File: src/rtl/data_mem_port_pkg.sv
// Shared definitions for the data memory port: func3 load/store codes, FSM states,
// request payload and the byte-count helper.
package data_mem_port_pkg;

  localparam int unsigned ADDR_WIDTH_DEF = 32;
  localparam int unsigned DATA_WIDTH     = 32;
  localparam int unsigned CNT_WIDTH      = 3;

  localparam logic [1:0] IO_TAG_DEF = 2'b11;

  localparam logic [2:0] LSB_B  = 3'b000;
  localparam logic [2:0] LSB_H  = 3'b001;
  localparam logic [2:0] LSB_W  = 3'b010;
  localparam logic [2:0] LSB_BU = 3'b100;
  localparam logic [2:0] LSB_HU = 3'b101;

  typedef enum logic [1:0] {
    ST_IDLE  = 2'd0,
    ST_LOAD  = 2'd1,
    ST_STORE = 2'd2
  } dport_state_e;

  // Latched request payload; the address is held separately so it can follow ADDR_WIDTH.
  typedef struct packed {
    logic [DATA_WIDTH-1:0] data;
    logic [2:0]            work_type;
  } dport_req_t;

  // Bytes moved by an access; the unused size code 2'b11 is treated as a word.
  function automatic logic [CNT_WIDTH-1:0] byte_count(input logic [2:0] func3);
    case (func3[1:0])
      2'b00:   byte_count = CNT_WIDTH'(1);
      2'b01:   byte_count = CNT_WIDTH'(2);
      default: byte_count = CNT_WIDTH'(4);
    endcase
  endfunction

endpackage

File: src/rtl/data_mem_port_if.sv
// Request/response handshake with the load/store buffer plus the byte-wide RAM/IO bus.
interface data_mem_port_if
  import data_mem_port_pkg::*;
#(
  parameter int unsigned ADDR_WIDTH = ADDR_WIDTH_DEF
) ();

  logic                  need_data;
  logic                  is_write;
  logic [ADDR_WIDTH-1:0] data_addr;
  logic [DATA_WIDTH-1:0] data_in;
  logic [2:0]            work_type;
  logic                  data_handle;
  logic                  data_ready;
  logic [DATA_WIDTH-1:0] data_out;

  logic [7:0]            mem_din;
  logic [7:0]            mem_dout;
  logic [ADDR_WIDTH-1:0] mem_a;
  logic                  mem_wr;
  logic                  io_buffer_full;

  modport slave (
    input  need_data, is_write, data_addr, data_in, work_type, mem_din, io_buffer_full,
    output data_handle, data_ready, data_out, mem_dout, mem_a, mem_wr
  );

  modport master (
    output need_data, is_write, data_addr, data_in, work_type, mem_din, io_buffer_full,
    input  data_handle, data_ready, data_out, mem_dout, mem_a, mem_wr
  );

endinterface

File: src/rtl/dport_load_extend.sv
// Sign/zero extension of an assembled load value according to its func3 code.
module dport_load_extend
  import data_mem_port_pkg::*;
(
  input  logic [DATA_WIDTH-1:0] raw,
  input  logic [2:0]            work_type,
  output logic [DATA_WIDTH-1:0] ext
);

  always_comb begin
    ext = raw;
    case (work_type)
      LSB_B:   ext = {{24{raw[7]}}, raw[7:0]};
      LSB_BU:  ext = {24'b0, raw[7:0]};
      LSB_H:   ext = {{16{raw[15]}}, raw[15:0]};
      LSB_HU:  ext = {16'b0, raw[15:0]};
      default: ext = raw;
    endcase
  end

endmodule

File: src/rtl/data_mem_port.sv
// Serialises one load or store at a time onto the byte-wide RAM/IO bus and returns extended load data.
// Optional DPORT_IO_THROTTLE_EN: IO-tagged stores wait on io_buffer_full before each byte.
module data_mem_port
  import data_mem_port_pkg::*;
#(
  parameter int unsigned ADDR_WIDTH = ADDR_WIDTH_DEF,
  parameter logic [1:0]  IO_TAG     = IO_TAG_DEF
) (
  input  logic            clk_in,
  input  logic            rst_in,
  input  logic            rdy_in,
  input  logic            rob_clear,
  data_mem_port_if.slave  bus
);

  dport_state_e          state_q, state_d;
  logic [CNT_WIDTH-1:0]  k_q, k_d;
  logic [CNT_WIDTH-1:0]  n_bytes;
  logic [ADDR_WIDTH-1:0] addr_q, addr_d;
  dport_req_t            req_q, req_d;
  logic [DATA_WIDTH-1:0] asm_q, asm_d, asm_cap, ext_data;
  logic [DATA_WIDTH-1:0] data_out_q, data_out_d;
  logic                  data_ready_q, data_ready_d;
  logic [1:0]            cap_idx;
  logic                  io_stall;
  logic                  accept;
  logic                  wr_en;

  assign n_bytes = byte_count(req_q.work_type);

  // Byte k-1 arrives on mem_din one cycle after its address was driven.
  assign cap_idx = 2'(k_q - CNT_WIDTH'(1));

  always_comb begin
    asm_cap = asm_q;
    asm_cap[{cap_idx, 3'b000} +: 8] = bus.mem_din;
  end

`ifdef DPORT_IO_THROTTLE_EN
  assign io_stall = (addr_q[17:16] == IO_TAG) && bus.io_buffer_full;
`else
  logic unused_io;
  assign io_stall  = 1'b0;
  assign unused_io = ^{bus.io_buffer_full, IO_TAG};
`endif

  dport_load_extend u_extend (
    .raw       (asm_cap),
    .work_type (req_q.work_type),
    .ext       (ext_data)
  );

  // Next-state, datapath and bus drive.
  always_comb begin
    state_d      = state_q;
    k_d          = k_q;
    addr_d       = addr_q;
    req_d        = req_q;
    asm_d        = asm_q;
    data_out_d   = data_out_q;
    data_ready_d = 1'b0;
    accept       = 1'b0;
    wr_en        = 1'b0;
    bus.mem_a    = '0;
    bus.mem_dout = '0;

    case (state_q)
      ST_IDLE: begin
        accept = bus.need_data && !rob_clear && rdy_in;
        if (accept) begin
          addr_d          = bus.data_addr;
          req_d.data      = bus.data_in;
          req_d.work_type = bus.work_type;
          k_d             = '0;
          asm_d           = '0;
          state_d         = bus.is_write ? ST_STORE : ST_LOAD;
        end
      end

      ST_LOAD: begin
        if (k_q < n_bytes) begin
          bus.mem_a = addr_q + ADDR_WIDTH'(k_q);
        end
        if (rdy_in) begin
          if (rob_clear) begin
            state_d = ST_IDLE;
            k_d     = '0;
          end else begin
            if (k_q != '0) begin
              asm_d = asm_cap;
            end
            if (k_q == n_bytes) begin
              data_ready_d = 1'b1;
              data_out_d   = ext_data;
              state_d      = ST_IDLE;
              k_d          = '0;
            end else begin
              k_d = k_q + CNT_WIDTH'(1);
            end
          end
        end
      end

      ST_STORE: begin
        // A store always runs to completion; rob_clear is deliberately not consulted here.
        bus.mem_a    = addr_q + ADDR_WIDTH'(k_q);
        bus.mem_dout = req_q.data[{k_q[1:0], 3'b000} +: 8];
        wr_en        = rdy_in && !io_stall;
        if (wr_en) begin
          if (k_q == n_bytes - CNT_WIDTH'(1)) begin
            state_d = ST_IDLE;
            k_d     = '0;
          end else begin
            k_d = k_q + CNT_WIDTH'(1);
          end
        end
      end

      default: begin
        state_d = ST_IDLE;
        k_d     = '0;
      end
    endcase
  end

  assign bus.data_handle = accept;
  assign bus.mem_wr      = wr_en;
  assign bus.data_ready  = data_ready_q;
  assign bus.data_out    = data_out_q;

  always_ff @(posedge clk_in or posedge rst_in) begin
    if (rst_in) begin
      state_q      <= ST_IDLE;
      k_q          <= '0;
      addr_q       <= '0;
      req_q        <= '0;
      asm_q        <= '0;
      data_out_q   <= '0;
      data_ready_q <= 1'b0;
    end else begin
      state_q      <= state_d;
      k_q          <= k_d;
      addr_q       <= addr_d;
      req_q        <= req_d;
      asm_q        <= asm_d;
      data_out_q   <= data_out_d;
      data_ready_q <= data_ready_d;
    end
  end

endmodule
File: src/flat_wrapper.sv
// flat-port wrapper written by rule: the top's interface ports become plain ports
module data_mem_port_flat import data_mem_port_pkg::*;
#(
  parameter int unsigned ADDR_WIDTH = ADDR_WIDTH_DEF,
  parameter logic [1:0]  IO_TAG     = IO_TAG_DEF
)
  (clk_in, rst_in, rdy_in, rob_clear, bus_need_data, bus_is_write, bus_data_addr, bus_data_in, bus_work_type, bus_mem_din, bus_io_buffer_full, bus_data_handle, bus_data_ready, bus_data_out, bus_mem_dout, bus_mem_a, bus_mem_wr);
  data_mem_port_if #(.ADDR_WIDTH(ADDR_WIDTH)) bus_i ();
  input  logic clk_in;
  input  logic rst_in;
  input  logic rdy_in;
  input  logic rob_clear;
  input wire logic [$bits(bus_i.need_data)-1:0] bus_need_data;
  input wire logic [$bits(bus_i.is_write)-1:0] bus_is_write;
  input wire logic [$bits(bus_i.data_addr)-1:0] bus_data_addr;
  input wire logic [$bits(bus_i.data_in)-1:0] bus_data_in;
  input wire logic [$bits(bus_i.work_type)-1:0] bus_work_type;
  input wire logic [$bits(bus_i.mem_din)-1:0] bus_mem_din;
  input wire logic [$bits(bus_i.io_buffer_full)-1:0] bus_io_buffer_full;
  output wire logic [$bits(bus_i.data_handle)-1:0] bus_data_handle;
  output wire logic [$bits(bus_i.data_ready)-1:0] bus_data_ready;
  output wire logic [$bits(bus_i.data_out)-1:0] bus_data_out;
  output wire logic [$bits(bus_i.mem_dout)-1:0] bus_mem_dout;
  output wire logic [$bits(bus_i.mem_a)-1:0] bus_mem_a;
  output wire logic [$bits(bus_i.mem_wr)-1:0] bus_mem_wr;
  assign bus_i.need_data = bus_need_data;
  assign bus_i.is_write = bus_is_write;
  assign bus_i.data_addr = bus_data_addr;
  assign bus_i.data_in = bus_data_in;
  assign bus_i.work_type = bus_work_type;
  assign bus_i.mem_din = bus_mem_din;
  assign bus_i.io_buffer_full = bus_io_buffer_full;
  assign bus_data_handle = bus_i.data_handle;
  assign bus_data_ready = bus_i.data_ready;
  assign bus_data_out = bus_i.data_out;
  assign bus_mem_dout = bus_i.mem_dout;
  assign bus_mem_a = bus_i.mem_a;
  assign bus_mem_wr = bus_i.mem_wr;
  data_mem_port #(.ADDR_WIDTH(ADDR_WIDTH), .IO_TAG(IO_TAG)) u_core (.clk_in(clk_in), .rst_in(rst_in), .rdy_in(rdy_in), .rob_clear(rob_clear), .bus(bus_i));
endmodule
File: config.mk
export PLATFORM = sky130hd
export DESIGN_NAME = data_mem_port_flat
export DESIGN_NICKNAME = d
export VERILOG_FILES = /design/src/rtl/data_mem_port_pkg.sv /design/src/rtl/data_mem_port_if.sv /design/src/rtl/dport_load_extend.sv /design/src/rtl/data_mem_port.sv /design/src/flat_wrapper.sv
export SDC_FILE = /design/constraint.sdc
export NUM_CORES = 1
export LEC_CHECK = 0
export CAP_MARGIN = 20
export CORE_MARGIN = 3
export CORE_UTILIZATION = 50
export DETAILED_ROUTE_END_ITERATION = 8
export PLACE_DENSITY = 0.78
export SETUP_SLACK_MARGIN = 0.15
export SYNTH_ARGS = -nofsm -noshare
export SYNTH_HDL_FRONTEND = slang
export SYNTH_SLANG_ARGS = --single-unit
File: constraint.sdc
create_clock -name clk_in -period 10.1 [get_ports clk_in]
set_clock_uncertainty 0.2 [all_clocks]
set_input_delay 2.02 -clock clk_in [delete_from_list [all_inputs] [get_ports clk_in]]
set_output_delay 2.02 -clock clk_in [all_outputs]
set_load 0.1 [all_outputs]
Word level (Yosys, flattened, before mapping)
Index checks and enable logic that the tools add are counted.
- register bits after elaboration: 137
- bits of input ports: 82
- add/sub/neg operators: 5
- $lt $le $gt $ge: 1
- equal/unequal tests: 15
- shift operators: 3
- muxes and demuxes: 32
- bitwise gates (word level): 1
- reductions and logical operators: 13
- operator list (kind ; number):
    $mux W32 ; 5
    $pmux W32 S2 ; 2
    $pmux W32 S4 ; 1
    $add A32 B3 Y32 ; 1
    $bwmux W32 ; 1
    $shift A8 B7 Y32 const A ; 1
    $shiftx A32 B6 Y8 ; 1
    $shiftx A8 B7 Y32 ; 1
    $mux W3 ; 6
    $mux W2 ; 7
    $reduce_and A5 Y1 ; 2
    $pmux W3 S3 ; 1
    $mux W8 ; 1
    $neg A5 Y7 ; 1
    $eq A3 B3 Y1 ; 2
    $eq A3 B3 Y1 const B ; 2
    $mux W1 ; 6
    $ne A2 B1 Y1 const B ; 3
    $ne A2 B2 Y1 const B ; 3
    $pmux W2 S3 ; 1
    $pmux W3 S2 ; 1
    $eq A2 B1 Y1 const B ; 2
    $logic_not A2 Y1 ; 2
    $reduce_and A4 Y1 ; 1
    other kinds (15) ; 16

Longest topological paths before layout
- depth in word-level cells: 8
- gate-level depth with buffers: 11

Cells and area by module
From an unflattened synthesis, not the netlist that was laid out.
- cell total of the unflattened synthesis: 865
- area total of the unflattened synthesis: 7429.6 µm²
- modules (own cells, without submodules) (module ; times used ; cells each ; area each (µm²) ; seq. area each (µm²)):
    data_mem_port ; 1 ; 798 ; 7074.3 ; 3428.3
    dport_load_extend ; 1 ; 67 ; 355.3 ; 0.0

Worst setup path after synthesis
No wires, ideal clock.
- path kind: reg-to-output
- start point: register u_core.req_q[1] (netlist bit)
- end point: output bus_mem_a[18]
- data arrival time: 3470 ps
- path slack: 4410 ps
- cell stages (with the launch flop): 11
- cells stage by stage: dfrtp_1 clkbuf_1 clkbuf_1 inv_1 nand2_1 ha_1 nor2b_1 o21ai_0 nand2_1 clkbuf_1 a21oi_1
- longest elaborated chain between the ends: 5
- elaborated cells on any way between the ends: 6
- classes of those cells: order compare: 1; eq/ne: 1; mux: 3; reduce/logical: 1
- RTL lines (item ; RTL line ; source):
    start: declaration ; data_mem_port.sv:20 ; dport_req_t req_q, req_d;
    start signal: assignment ; data_mem_port.sv:144 ; req_q <= req_d;
    $eq A2 B1 Y1 / $logic_not A2 Y1 (equally long branches) ; data_mem_port_pkg.sv:31 ; case (func3[1:0])
    $pmux W3 S2 (*) ; data_mem_port_pkg.sv:31 ;
    $lt A3 B3 Y1 (*) ; data_mem_port.sv:81 ; if (k_q < n_bytes) begin
    $mux W32 (*) ; data_mem_port.sv:81 ;
    $pmux W32 S2 (*) ; data_mem_port.sv:67 ; case (state_q)
    end: declaration ; flat_wrapper.sv:24 ; output wire logic [$bits(bus_i.mem_a)-1:0] bus_mem_a;
Mark *: on every way between the ends. The rest lies on a longest branch, timed or not.

Worst setup path in the final report
- start point: input rdy_in
- end point: output bus_data_handle
- longest elaborated chain between the ends: 2
- RTL lines (item ; RTL line ; source):
    start: declaration ; flat_wrapper.sv:11 ; input logic rdy_in;
    $logic_and A1 B1 Y1 ; data_mem_port.sv:69 ; accept = bus.need_data && !rob_clear && rdy_in;
    $mux W1 ; data_mem_port.sv:67 ;
    end: declaration ; flat_wrapper.sv:20 ; output wire logic [$bits(bus_i.data_handle)-1:0] bus_data_handle;
No other way between the ends.

==> flow_summary.ini <==
[layout]
nNetsFinal = 895
final_layout_size_suffix_gt1_share_pct = 16.2
utilization_pct = 67.7
areaGrowthSynthToFinish_pct = 32.3
n_antenna_cell = 0

[timing]
hold_viol_final = 0
drv_slew = 0
worst_pin_slew_ns = 1.12
rsz0062_at_grt = false
setup_tns_ns = 0
maxSlewHeadroom_pct = 25.1
setup_viol = 0
whs_ns = 0.266
max_freq_ghz = 0.139
timing.final.crit_share_pct = 71.1
fin_crit_ns = 7.18

[setup_path]
critPathRequiredTime_ns = 7.88
path_class = in -> out
reg2reg_from = u_core.k_q[0]
rrSetupSlack_ns = 6.29
critPathLaunchType = input pin
reg2regPathDepth = 7
worstPathArrival_ns = 4.96
r2r-end = u_core.bus.data_out[24]
worstPathMaxFanout = 68
end_kind = output port

[die]
die_height_um = 125
die_area_mm2 = 0.0157
io_pins = 157
die_x_um = 125
start_util_pct = 51.2
rows = 43
core-area_mm2 = 0.0139

[cts]
cts_tree = built
cts_buffers = 17
cts_hold_buf = 0
cts_setup_buffers = 0
root_buffer = clkbuf_16
cts_sinks = 137
post_cts_resize_count = 0
clk_latency_ns = 0.41
cts.clk_slew.worst_paths_ns = 0.05
htreeDepth = 4
clockBufferDepth = 2

[pwr]
leakage_nw = 3.86
ir_drop_v = 0.000287
powerDensity_mw_per_mm2 = 345

[status]
status = finished, final reports clean

[grt]
grt_pass1_vias = 5883
grt.met2_usage_pct = 38.6
use_met1_pct = 32.1
grt_max_degree = 83
grt_use_met3_pct = 5.81
grt_pass1_wl_um = 30600
top_usage_layer = met2
grt_overflow = 0
track_usage_pct = 24.1
antenna_found_initial = 0

[routing]
dr.pass1.iters = 5
wirelength_um = 18400
drtIter0Drc = 398
num_vias = 5738
avgViaCountPerCell = 5.79
ant_nets = 0
drc = 0
wl_per_cell_um = 18.6

[min_path]
min_to = u_core.asm_q[23]
holdPathStages = 2
min_path_type = reg -> reg
hp-start = u_core.asm_q[23]

[yosys]
synth_edf_count = 0
async_reset_ff_share_pct = 100
synth_cells = 656
netlist-cell-type-count = 64
syn_avg_cell_area_um2 = 10.9
ys_ff_latch = 137
ys_seq_area_share_pct = 48.1
syn-cell-area_mm2 = 0.00713
ys_warn_count = 0
synth_flop_cell = dfrtp_1
syn_nets = 753

[placed_design]
gp_congestion = 0.848
dp_hpwl_um = 12700
port_buffers = 155

[run]
max_cap_violations = 0
## state kept, by name, indices dropped and copies added, names as in the netlist
name                   flops
u_core.k_q                 3
u_core.bus.data_out       32
u_core.bus.data_ready      1
u_core.asm_q              32
u_core.addr_q             32
u_core.state_q             2
u_core.req_q              35
## cells in the mapped netlist, types with 2 or more instances
cell / number / area (µm²)
a22o_1: 7 / 61.3
nand4_1: 7 / 43.8
and2_1: 12 / 75.1
inv_1: 12 / 45.0
o31a_1: 2 / 17.5
o31ai_1: 28 / 210
buf_6: 4 / 45.0
mux2i_1: 2 / 20.0
o21ai_0: 21 / 105
o21ba_2: 2 / 20.0
ha_1: 14 / 175
o2bb2ai_1: 2 / 17.5
a21boi_0: 2 / 15.0
nand2b_1: 21 / 131
or4_1: 9 / 67.6
dfrtp_1: 137 / 3430
nor2b_1: 22 / 138
clkbuf_1: 15 / 56.3
or2_2: 2 / 12.5
and3_1: 7 / 43.8
and4_2: 2 / 20.0
nor3_1: 3 / 15.0
nand3_1: 6 / 30.0
nand2_1: 42 / 158
and4_1: 4 / 35.0
xor2_1: 5 / 43.8
a31oi_1: 2 / 12.5
o21a_1: 2 / 15.0
nor2_1: 46 / 173
buf_2: 8 / 40.0
mux2_2: 67 / 754
buf_1: 8 / 30.0
nand3_2: 2 / 20.0
o22a_1: 8 / 70.1
xnor2_1: 5 / 43.8
nor4bb_1: 2 / 20.0
a21oi_1: 59 / 295
or3_1: 10 / 62.6
a22oi_1: 15 / 113
mux4_2: 8 / 180
## where the power goes
group          switching [mW]  internal, mW  total (mW)
registers               0.200         0.765       0.965
clock network           0.231         0.433       0.663
logic                    1.13         0.492        1.63
## final cells by class
| cell class | instances | area, µm² |
|---|---|---|
| multi-input combinational | 469 | 3480 |
| sequential | 137 | 3430 |
| tap | 180 | 225 |
| timing repair buffer | 160 | 1610 |
| fill | 1066 | 4500 |
| clock inverter | 11 | 168 |
| clock buffer | 21 | 470 |
| inverter | 13 | 51.3 |
## metrics by stage
stage	power [mW]	setup slack (ns)	cell area [µm²]	instances
finish	3.25	2.92	9430	991
global route	3.41	2.68	9430	991
CTS	3.27	2.86	9410	990
detailed placement	2.59	2.88	8770	958
global placement	2.54	2.90	8760	957
floorplan	2.19	4.21	7130	656
## cells by family (layout without fill, tap and decap cells)
group,count (synthesis),count (layout),synth area share [%]
muxes,77,77,13.4
xor gates and xnor gates,10,10,1.23
AOI/OAI and AO/OA,161,161,15.1
buffers and inverters,50,205,3.26
adders and majority gates,15,15,2.74
DFF,137,137,48.1
and+or+nand+nor,206,206,16.3
## critical path, cell delays in order
cell	delay [ns]
clkdlybuf4s50_1	0.51
nor2b_1	0.33
nand3_4	0.74
inv_1	0.20
clkdlybuf4s50_1	1.15
## cell usage in the layout (no fill, tap or decap), types with 4 or more instances in the layout
master           instances
or3_1                   10
a22oi_1                 15
and2_1                  12
o22a_1                   8
a22o_1                   7
a21oi_1                 59
xor2_1                   5
nand2_1                 42
and3_1                   7
o31ai_1                 28
clkbuf_16               17
mux2_2                  67
inv_1                   11
ha_1                    14
xnor2_1                  5
nand4_1                  7
or4_1                    9
nor2b_1                 22
bufinv_16                4
nand3_1                  5
nand2b_1                21
dfrtp_1                137
clkdlybuf4s50_1        155
o21ai_0                 21
mux4_2                   8
and4_1                   4
nor2_1                  46
## worst max path at each step
stage / to / cells past startpoint / startpoint
CTS: bus_data_handle / 5 / rdy_in
global route: bus_data_handle / 5 / rdy_in
floorplan: u_core.addr_q[0] / 1 / rst_in
global placement: bus_data_handle / 5 / rdy_in
detailed placement: bus_data_handle / 5 / rdy_in
finish: bus_data_handle / 5 / rdy_in
## layer usage
metal | wire [µm] | vias up
met4 | 419 | 0
met5 | 0 | -
met2 | 9000 | 174
li1 | - | 2661
met3 | 892 | 30
met1 | 8110 | 2873
Power figures use the tool's default switching activity.
